$ cat config.mk
export PLATFORM = sky130hd
export DESIGN_NAME = uart_frame_tx
export DESIGN_NICKNAME = d
export VERILOG_FILES = /design/src/rtl/uart_frame_tx.sv
export SDC_FILE = /design/constraint.sdc
export NUM_CORES = 1
export LEC_CHECK = 0
export ABC_AREA = 1
export BUFFER_PORTS_ARGS = -buffer_cell sky130_fd_sc_hd__buf_2
export CORE_ASPECT_RATIO = 1.25
export CORE_UTILIZATION = 60
export DETAILED_ROUTE_END_ITERATION = 16
export PLACE_DENSITY = 0.81
export SLEW_MARGIN = 20
export SYNTH_ARGS = -nofsm -noshare
export SYNTH_HDL_FRONTEND = slang
export SYNTH_SLANG_ARGS = --single-unit
$ cat constraint.sdc
create_clock -name sysclk -period 3.1 [get_ports sysclk]
set_clock_uncertainty 0.2 [all_clocks]
set_input_delay 0.155 -clock sysclk [delete_from_list [all_inputs] [get_ports sysclk]]
set_output_delay 0.155 -clock sysclk [all_outputs]
set_load 0.05 [all_outputs]
$ cat src/rtl/uart_frame_tx.sv
// UART transmitter fed by a small FIFO: frames each queued word as
// start + LSB-first data + optional parity + stop bit(s).
module uart_frame_tx #(
  parameter int CLK_HZ     = 50_000_000,
  parameter int BAUD       = 9600,
  parameter int DATA_BITS  = 8,
  parameter int PARITY     = 0,
  parameter int STOP_BITS  = 1,
  parameter int FIFO_DEPTH = 16
) (
  input  logic                          sysclk,
  input  logic                          reset,
  input  logic                          wr_en,
  input  logic [DATA_BITS-1:0]          wr_data,
  output logic                          full,
  output logic [$clog2(FIFO_DEPTH):0]   count,
  output logic                          overflow,
  output logic                          tx,
  output logic                          busy,
  output logic                          done
);

  localparam int DIV = (CLK_HZ + BAUD / 2) / BAUD;
  localparam int CW  = (DIV > 1) ? $clog2(DIV) : 1;
  localparam int AW  = $clog2(FIFO_DEPTH);

  localparam logic [CW-1:0] RELOAD    = CW'(DIV - 1);
  localparam logic [3:0]    LAST_DATA = 4'(DATA_BITS - 1);
  localparam logic [3:0]    LAST_STOP = 4'(STOP_BITS - 1);
  localparam logic [AW:0]   DEPTH     = (AW + 1)'(FIFO_DEPTH);

  typedef enum logic [2:0] {IDLE, START, DATA, PAR, STOP} state_e;

  function automatic logic parity_of(input logic [DATA_BITS-1:0] d);
    parity_of = (^d) ^ (PARITY == 1);
  endfunction

  logic [DATA_BITS-1:0] mem_q [FIFO_DEPTH];
  logic [AW-1:0]        wr_ptr_q, rd_ptr_q;
  logic [AW:0]          count_q, count_d;
  logic                 overflow_q;
  logic                 full_w, push, pop;
  logic [DATA_BITS-1:0] head;

  state_e               state_q, state_d;
  logic [CW-1:0]        cnt_q, cnt_d;
  logic [3:0]           bit_q, bit_d;
  logic [DATA_BITS-1:0] sh_q, sh_d;
  logic                 par_q, par_d;
  logic                 tx_q, tx_d;
  logic                 busy_q, busy_d;
  logic                 done_q, done_d;
  logic                 tick, launch;

  // Fullness is judged on the registered count, so a pop on the same
  // edge never rescues a write that arrives while full.
  assign full_w = (count_q == DEPTH);
  assign push   = wr_en && !full_w;
  assign head   = mem_q[rd_ptr_q];

  always_comb begin
    count_d = count_q;
    if (push && !pop)
      count_d = count_q + (AW + 1)'(1);
    else if (!push && pop)
      count_d = count_q - (AW + 1)'(1);
  end

  always_ff @(posedge sysclk) begin
    if (push)
      mem_q[wr_ptr_q] <= wr_data;
  end

  always_ff @(posedge sysclk or posedge reset) begin
    if (reset) begin
      wr_ptr_q   <= '0;
      rd_ptr_q   <= '0;
      count_q    <= '0;
      overflow_q <= 1'b0;
    end else begin
      if (push)
        wr_ptr_q <= wr_ptr_q + AW'(1);
      if (pop)
        rd_ptr_q <= rd_ptr_q + AW'(1);
      count_q    <= count_d;
      overflow_q <= wr_en && full_w;
    end
  end

  assign tick = (cnt_q == '0);

  always_comb begin
    state_d = state_q;
    cnt_d   = cnt_q;
    bit_d   = bit_q;
    sh_d    = sh_q;
    par_d   = par_q;
    tx_d    = tx_q;
    busy_d  = busy_q;
    done_d  = 1'b0;
    pop     = 1'b0;
    launch  = 1'b0;

    if (state_q != IDLE && !tick)
      cnt_d = cnt_q - CW'(1);

    case (state_q)
      IDLE: begin
        if (count_q != '0)
          launch = 1'b1;
      end
      START: begin
        if (tick) begin
          state_d = DATA;
          cnt_d   = RELOAD;
          bit_d   = '0;
          tx_d    = sh_q[0];
          sh_d    = sh_q >> 1;
        end
      end
      DATA: begin
        if (tick) begin
          cnt_d = RELOAD;
          if (bit_q == LAST_DATA) begin
            bit_d = '0;
            if (PARITY != 0) begin
              state_d = PAR;
              tx_d    = par_q;
            end else begin
              state_d = STOP;
              tx_d    = 1'b1;
            end
          end else begin
            bit_d = bit_q + 4'd1;
            tx_d  = sh_q[0];
            sh_d  = sh_q >> 1;
          end
        end
      end
      PAR: begin
        if (tick) begin
          state_d = STOP;
          cnt_d   = RELOAD;
          bit_d   = '0;
          tx_d    = 1'b1;
        end
      end
      STOP: begin
        if (tick) begin
          if (bit_q == LAST_STOP) begin
            done_d = 1'b1;
            bit_d  = '0;
            if (count_q != '0) begin
              launch = 1'b1;
            end else begin
              state_d = IDLE;
              tx_d    = 1'b1;
              busy_d  = 1'b0;
            end
          end else begin
            bit_d = bit_q + 4'd1;
            cnt_d = RELOAD;
          end
        end
      end
      default: begin
        state_d = IDLE;
        tx_d    = 1'b1;
        busy_d  = 1'b0;
      end
    endcase

    // Launching from STOP reuses the same edge, so back-to-back frames
    // have no idle gap between stop and start.
    if (launch) begin
      pop     = 1'b1;
      state_d = START;
      cnt_d   = RELOAD;
      bit_d   = '0;
      sh_d    = head;
      par_d   = parity_of(head);
      tx_d    = 1'b0;
      busy_d  = 1'b1;
    end
  end

  always_ff @(posedge sysclk) begin
    sh_q  <= sh_d;
    par_q <= par_d;
  end

  always_ff @(posedge sysclk or posedge reset) begin
    if (reset) begin
      state_q <= IDLE;
      cnt_q   <= '0;
      bit_q   <= '0;
      tx_q    <= 1'b1;
      busy_q  <= 1'b0;
      done_q  <= 1'b0;
    end else begin
      state_q <= state_d;
      cnt_q   <= cnt_d;
      bit_q   <= bit_d;
      tx_q    <= tx_d;
      busy_q  <= busy_d;
      done_q  <= done_d;
    end
  end

  assign full     = full_w;
  assign count    = count_q;
  assign overflow = overflow_q;
  assign tx       = tx_q;
  assign busy     = busy_q;
  assign done     = done_q;

endmodule

==> flow_metrics.py, run 1 <==
metrics = {
    "run_status": {
        "status": "finished, final reports clean",
    },
    "power": {
        "peakVddDrop_v": 0.000594,
        "p_total_mw": 5.83,
        "p_leak_nw": 3.50,
        "p_per_area_nw_per_um2": 661,
    },
    "sta": {
        "hold_violations": 0,
        "max_slew_margin_pct": 45.4,
        "fin_crit_sh_pct": 89.0,
        "period_minus_slack_ns": 2.76,
        "rsz0062_at_grt": "no",
        "worstMarginPinSlew_ns": 0.816,
        "slew_viol_final": 0,
        "setup_viol": 0,
        "setup_tns_ns": 0,
        "fmax_mhz": 363,
    },
    "synth": {
        "synth_compound_area_share_pct": 9.13,
        "yosysMostFrequentCell": "edfxtp_1",
        "synth_top_family_by_area": "simple AND/OR/NAND/NOR gates",
        "syn-num-nets": 767,
        "synthTopCellsByCount": "edfxtp_1, nor2_1, nand2_1, o21ai_0, inv_1",
        "synth_fa_ha_area_share_pct": 2.18,
        "yosysSeqAreaShare_pct": 64.3,
        "synth_area_leaders": "edfxtp_1, dfrtp_1, nor2_1, nand2_1, o21ai_0",
        "ys.flop_type": "edfxtp_1",
        "async_reset_ff_share_pct": 21.4,
        "yosysTopAreaCell": "edfxtp_1",
        "yosysTopAreaCellShare_pct": 52.4,
        "synth_edf_count": 136,
        "syn_area_per_cell_sq_um": 10.5,
        "yosys_register_bits": 173,
        "synthXorXnorAreaFrac_pct": 1.69,
        "synthMuxAreaShare_pct": 0,
        "synthSimpleGateAreaFrac_pct": 18.0,
        "yosys_warnings": 0,
        "netlist_area_sq_um": 7790,
        "syn_inst": 743,
        "synth_cell_type_count": 33,
    },
    "worst_setup_path": {
        "crit_required_ns": 3.21,
        "worst_ep_arrival_time_ns": 2.87,
        "startpoint_type": "register",
        "cp_max_fo": 5,
        "end_kind": "register",
        "rr_worst_depth": 15,
        "reg2reg_slack_ns": 0.34,
        "timing.rr.end": "count[4]$_DFFE_PP0P_",
        "reg2reg_from": "cnt_q[0]$_DFF_PP0_",
        "crit_type": "reg -> reg",
    },
    "floorplanning": {
        "start_util_pct": 61.6,
        "coreArea_sq_um": 12700,
        "ioPinCount": 21,
        "die_area_sq_um": 13500,
        "die_width_um": 104,
        "placementRows": 46,
        "chipHeight_um": 129,
    },
    "cts": {
        "worst_skew_pair.late_latency_ns": 0.42,
        "root_buffer": "clkbuf_16",
        "post-cts-setup-buffers": 0,
        "cts_inserted_buffers": 17,
        "cts.sinks": 173,
        "path_clk_slew_ns": 0.06,
        "cts_tree": "built",
        "clk_path_buf_depth": 2,
        "htreeDepth": 4,
    },
    "layout": {
        "drive_gt1_share_pct": 12.4,
        "antenna_cells": 0,
        "nets": 808,
        "postLayoutCoreUtil_pct": 69.6,
        "area_growth_pct": 13.1,
    },
    "placement": {
        "dp_hpwl_mm": 10.8,
        "gp_routability_congestion": 0.897,
        "io_buffer_count": 20,
    },
    "global_routing": {
        "grt_start_max_net_pins": 71,
        "antenna_found_initial": 0,
        "grt_pass1_wl_mm": 27.1,
        "track_usage_pct": 27.0,
        "grt_pass1_vias": 5534,
        "grt-ovfl-total": 0,
    },
    "min_path": {
        "holdCritPathClass": "in -> async",
    },
    "routing": {
        "vias": 5586,
        "first_pass_iters": 5,
        "drtIter0Drc": 447,
        "drc_errors": 0,
        "wire_per_inst_um": 17.8,
        "wl_mm": 17.2,
        "ant_nets": 0,
        "via_per_inst": 5.79,
    },
    "run": {
        "maxCapViolations": 0,
    },
}
[cells by family (layout without fill, tap and decap cells)]
family / after synthesis / count (layout)
xor gates and xnor gates: 15 / 15
AOI/OAI and AO/OA: 125 / 125
adders and majority gates: 13 / 13
buffers and inverters: 86 / 139
DFF: 173 / 173
and+or+nand+nor: 331 / 331
[per-layer routing]
metal | track usage [%] | share of wire, % | wire length [um] | vias up
li1 | - | - | - | 2615
met2 | 48.1 | 53 | 9060 | 227
met3 | 5.53 | 6.0 | 1030 | 57
met4 | 16.7 | 4.2 | 728 | 0
met1 | 29.9 | 37 | 6360 | 2687
met5 | 0 | 0 | 0 | -
[final cells by class]
cell class	instances	area, sq um
clock buffers	19	433
clock inverters	12	170
multi-input cells	484	2420
well taps	168	210
inverters	58	218
flip-flops and latches	173	5010
fillers	880	3850
repair buffers	50	350
[registers in the layout, indices dropped and copies added (netlist names)]
register	flops
busy	1
done	1
tx	1
mem_q	128
overflow	1
state_q	3
wr_ptr_q	4
bit_q	4
count	5
rd_ptr_q	4
cnt_q	13
sh_q	8
[where the power goes]
group          switching [mW]  leakage, nW  internal (mW)
clock network           0.845        0.283           1.34
registers               0.109         1.68           2.75
logic                   0.570         1.54          0.221
[worst max-delay path, cell delays in order (launching register included)]
cell	delay (ns)
dfrtp_1	0.38
inv_1	0.11
ha_1	0.21
nand2_2	0.12
nor2_4	0.12
nand3_2	0.10
nand2_2	0.08
nand2_2	0.07
ha_1	0.19
inv_1	0.16
ha_1	0.30
nand2_1	0.10
a21oi_1	0.07
o21ai_0	0.16
nand3_1	0.10
xor2_1	0.15
[metrics by stage]
stage                     setup WS (ns)  cells  hold WS, ns  instance area, sq um
after floorplan                  0.0192    743       0.0539                  7800
after global placement            0.519    923       0.0863                  8110
after detailed placement          0.360    923       0.0894                  8110
after CTS                         0.343    964        0.183                  8820
after global routing             0.0246    964        0.226                  8820
final                             0.342    964        0.167                  8820
[what timing repair did]
action / in CTS / in global routing
gates resized for setup: 0 / 0
hold endpoints to repair: 145 / 0
setup endpoints to repair: 0 / 0
hold buffers: 10 / 0
[worst max path at each step]
stage | from | endpoint | slack [ns]
floorplan | count[1]$_DFFE_PP0P_ | count[4]$_DFFE_PP0P_ | 0.02
detailed placement | count[1]$_DFFE_PP0P_ | count[4]$_DFFE_PP0P_ | 0.36
global placement | count[1]$_DFFE_PP0P_ | count[4]$_DFFE_PP0P_ | 0.52
global route | count[1]$_DFFE_PP0P_ | count[4]$_DFFE_PP0P_ | 0.02
CTS | cnt_q[0]$_DFF_PP0_ | count[4]$_DFFE_PP0P_ | 0.34
finish | cnt_q[0]$_DFF_PP0_ | count[4]$_DFFE_PP0P_ | 0.34
[cell usage in the layout (no fill, tap or decap), types with 9 or more instances in the layout]
master,netlist,routed
ha_1,12,12
o211ai_1,32,32
o21ai_0,74,74
dfrtp_1,36,35
nand2_2,10,10
nor2_1,134,133
buf_2,9,20
nand2_1,124,124
nor2_2,8,9
xor2_1,12,12
clkbuf_16,0,17
nand4_1,11,11
dlygate4sd3_1,0,10
inv_1,54,54
a21oi_1,15,15
edfxtp_1,136,136
buf_4,2,20
nand3_1,32,32
Power figures use the tool's default switching activity.
==> run 2, diff against run 1 <==
Settings changed: BUFFER_PORTS_ARGS -buffer_cell sky130_fd_sc_hd__buf_2 to -buffer_cell sky130_fd_sc_hd__buf_4, CORE_ASPECT_RATIO 1.25 to unset, TNS_END_PERCENT set to 30.
==> run 2 against run 1 <==
Net effect: sequential power hardly changed; critical path depth is 2 higher; power is 2.9% lower; clock-buffer cell count is 2 lower; worst setup slack worse by 0.081 ns; global-route usage is 0.096 points higher; sequential share of layout area is 0.22 points lower; non-clock buffer count is 5 higher; final area is 0.38% higher; via count is 0.93% lower; highest routed layer unchanged.
==> flow_metrics.py, run 2 (same netlist as run 1, synthesis figures left out) <==
metrics = {
    "placement": {
        "placed_cell_area_sq_um": 8210,
        "dp_hpwl_mm": 10.6,
        "io_buffer_count": 20,
        "gp_routability_congestion": 0.915,
    },
    "power": {
        "peakVddDrop_v": 0.000525,
        "p_per_area_nw_per_um2": 640,
        "p_leak_nw": 3.51,
    },
    "worst_setup_path": {
        "end_kind": "register",
        "crit_buf_inv": 3,
        "worstPathCellList": "inv_1, ha_1, nand2_2, nor2_4, nand3_2, nand2_2, nand2_2, ha_1, inv_1, ha_1, nand2_1, inv_1, o21ai_0, nand2_1, o21ai_1, a21oi_1, nor2_1",
        "startpoint_type": "register",
        "cp_max_fo": 5,
        "crit_type": "reg -> reg",
        "cpMaxStageDelayCell": "dfrtp_1",
        "worst_ep_arrival_time_ns": 2.99,
        "slowest_delay_ns": 0.38,
        "crit_family": "simple AND/OR/NAND/NOR gates",
        "crit_required_ns": 3.25,
    },
    "run": {
        "maxCapViolations": 0,
    },
    "layout": {
        "final_cell_area_sq_um": 8850,
        "antenna_cells": 0,
        "area_growth_pct": 13.5,
        "nets": 813,
        "drive_gt1_share_pct": 12.9,
        "reg.largest.list": "mem_q: 128 flops, cnt_q: 13 flops, sh_q: 8 flops",
        "top_register": "mem_q",
        "layout_common_cells": "edfxtp_1, nor2_1, nand2_1",
        "layout_commonest_cell": "edfxtp_1",
        "largest_reg_flops": 128,
    },
    "global_routing": {
        "grt_pass1_vias": 5444,
        "antenna_found_initial": 0,
        "track_usage_pct": 27.1,
        "use_met3_pct": 4.65,
        "grt_start_max_net_pins": 71,
        "grt-ovfl-total": 0,
        "gr-usage-met2_pct": 46.2,
        "grt_pass1_wl_mm": 26.8,
        "use_met1_pct": 34.3,
        "top_usage_layer": "met2",
    },
    "routing": {
        "drtIter0Drc": 436,
        "vias": 5534,
        "drc_errors": 0,
        "wire_per_inst_um": 17.4,
        "ant_nets": 0,
        "wl_mm": 16.9,
        "via_per_inst": 5.69,
        "first_pass_iters": 5,
    },
    "sta": {
        "fmax_mhz": 352,
        "hold_violations": 0,
        "setup_viol": 0,
        "setup_tns_ns": 0,
        "slew_viol_final": 0,
        "rsz0062_at_grt": "no",
        "max_slew_margin_pct": 55.3,
        "fin_crit_sh_pct": 91.6,
        "period_minus_slack_ns": 2.84,
        "worstMarginPinSlew_ns": 0.671,
    },
    "floorplanning": {
        "coreArea_sq_um": 12600,
        "ioPinCount": 21,
        "die_area_sq_um": 13500,
        "placementRows": 41,
        "start_util_pct": 61.8,
        "die_width_um": 116,
        "chipHeight_um": 116,
    },
    "cts": {
        "htreeDepth": 4,
        "clk_path_buf_depth": 2,
        "cts_tree": "built",
        "cts.sinks": 173,
        "cts_inserted_buffers": 17,
        "path_clk_slew_ns": 0.06,
        "worst_skew_pair.late_latency_ns": 0.43,
        "root_buffer": "clkbuf_16",
    },
    "run_status": {
        "status": "finished, final reports clean",
    },
    "min_path": {
        "holdCritPathClass": "in -> async",
    },
}
run 2: changes by cell type in the layout (fill, tap and decap cells not counted):
cell / change
clkinv_2: -1
inv_6: +2
clkinv_1: +3
inv_8: +1
o21ai_0: -1
bufinv_16: -3
buf_2: -20
clkinvlp_2: -1
clkinv_4: +1
clkbuf_1: -2
buf_4: +25
o21ai_1: +1
run 2: worst paths after layout:
check | depth (start not counted) | startpoint | end | slack (ns)
max reg2reg | 17 | cnt_q[0]$_DFF_PP0_ | count[3]$_DFFE_PP0P_ | 0.26
max in group asynchronous | 4 | reset | rd_ptr_q[0]$_DFFE_PP0N_ | 2.12
min in group sysclk | 2 | tx$_DFFE_PP1P_ | tx$_DFFE_PP1P_ | 0.27
max | 17 | cnt_q[0]$_DFF_PP0_ | count[3]$_DFFE_PP0P_ | 0.26
min reg2reg | 2 | tx$_DFFE_PP1P_ | tx$_DFFE_PP1P_ | 0.27
min | 4 | reset | cnt_q[2]$_DFF_PP0_ | 0.23
run 2: per-stage QoR:
step	power, mW	instances	util [%]	hold WS [ns]	worst slack [ns]
finish	5.66	973	70.1	0.227	0.261
global route	5.85	973	70.1	0.282	0.0128
global placement	3.64	932	65.0	0.0916	0.496
floorplan	3.39	743	-	0.0539	0.0192
CTS	5.66	973	70.1	0.228	0.268
detailed placement	3.70	932	65.0	0.107	0.310
run 2: layout make-up:
class	count	area (sq um)
sequential	173	5010
inverter	58	218
fill	883	3770
clock buffer	17	425
clock inverter	14	119
tap	172	215
timing repair buffer	55	438
multi-input combinational	484	2420
run 2: power breakdown:
part	switching, mW	total (mW)	internal [mW]
combinational	0.579	0.835	0.255
sequential	0.104	2.85	2.74
clock	0.878	1.98	1.10
total	1.56	5.66	4.10
run 2: metal layers:
layer,share of wire [%],vias to the layer above
met3,6.1,36
li1,-,2619
met1,40,2685
met2,51,194
met5,0,-
met4,2.8,0
run 2: worst min-delay path, stage by stage:
cell,delay (ns)
dlygate4sd3_1,0.54
buf_4,0.13
inv_1,0.04
buf_4,0.42
run 2: what timing repair did:
item                                   in CTS  in global routing
resized for setup                           0                  1
setup endpoints to repair                   0                  1
buffers inserted                            0                  0
hold buffers                               10                  0
endpoints found under the hold margin     167                  0
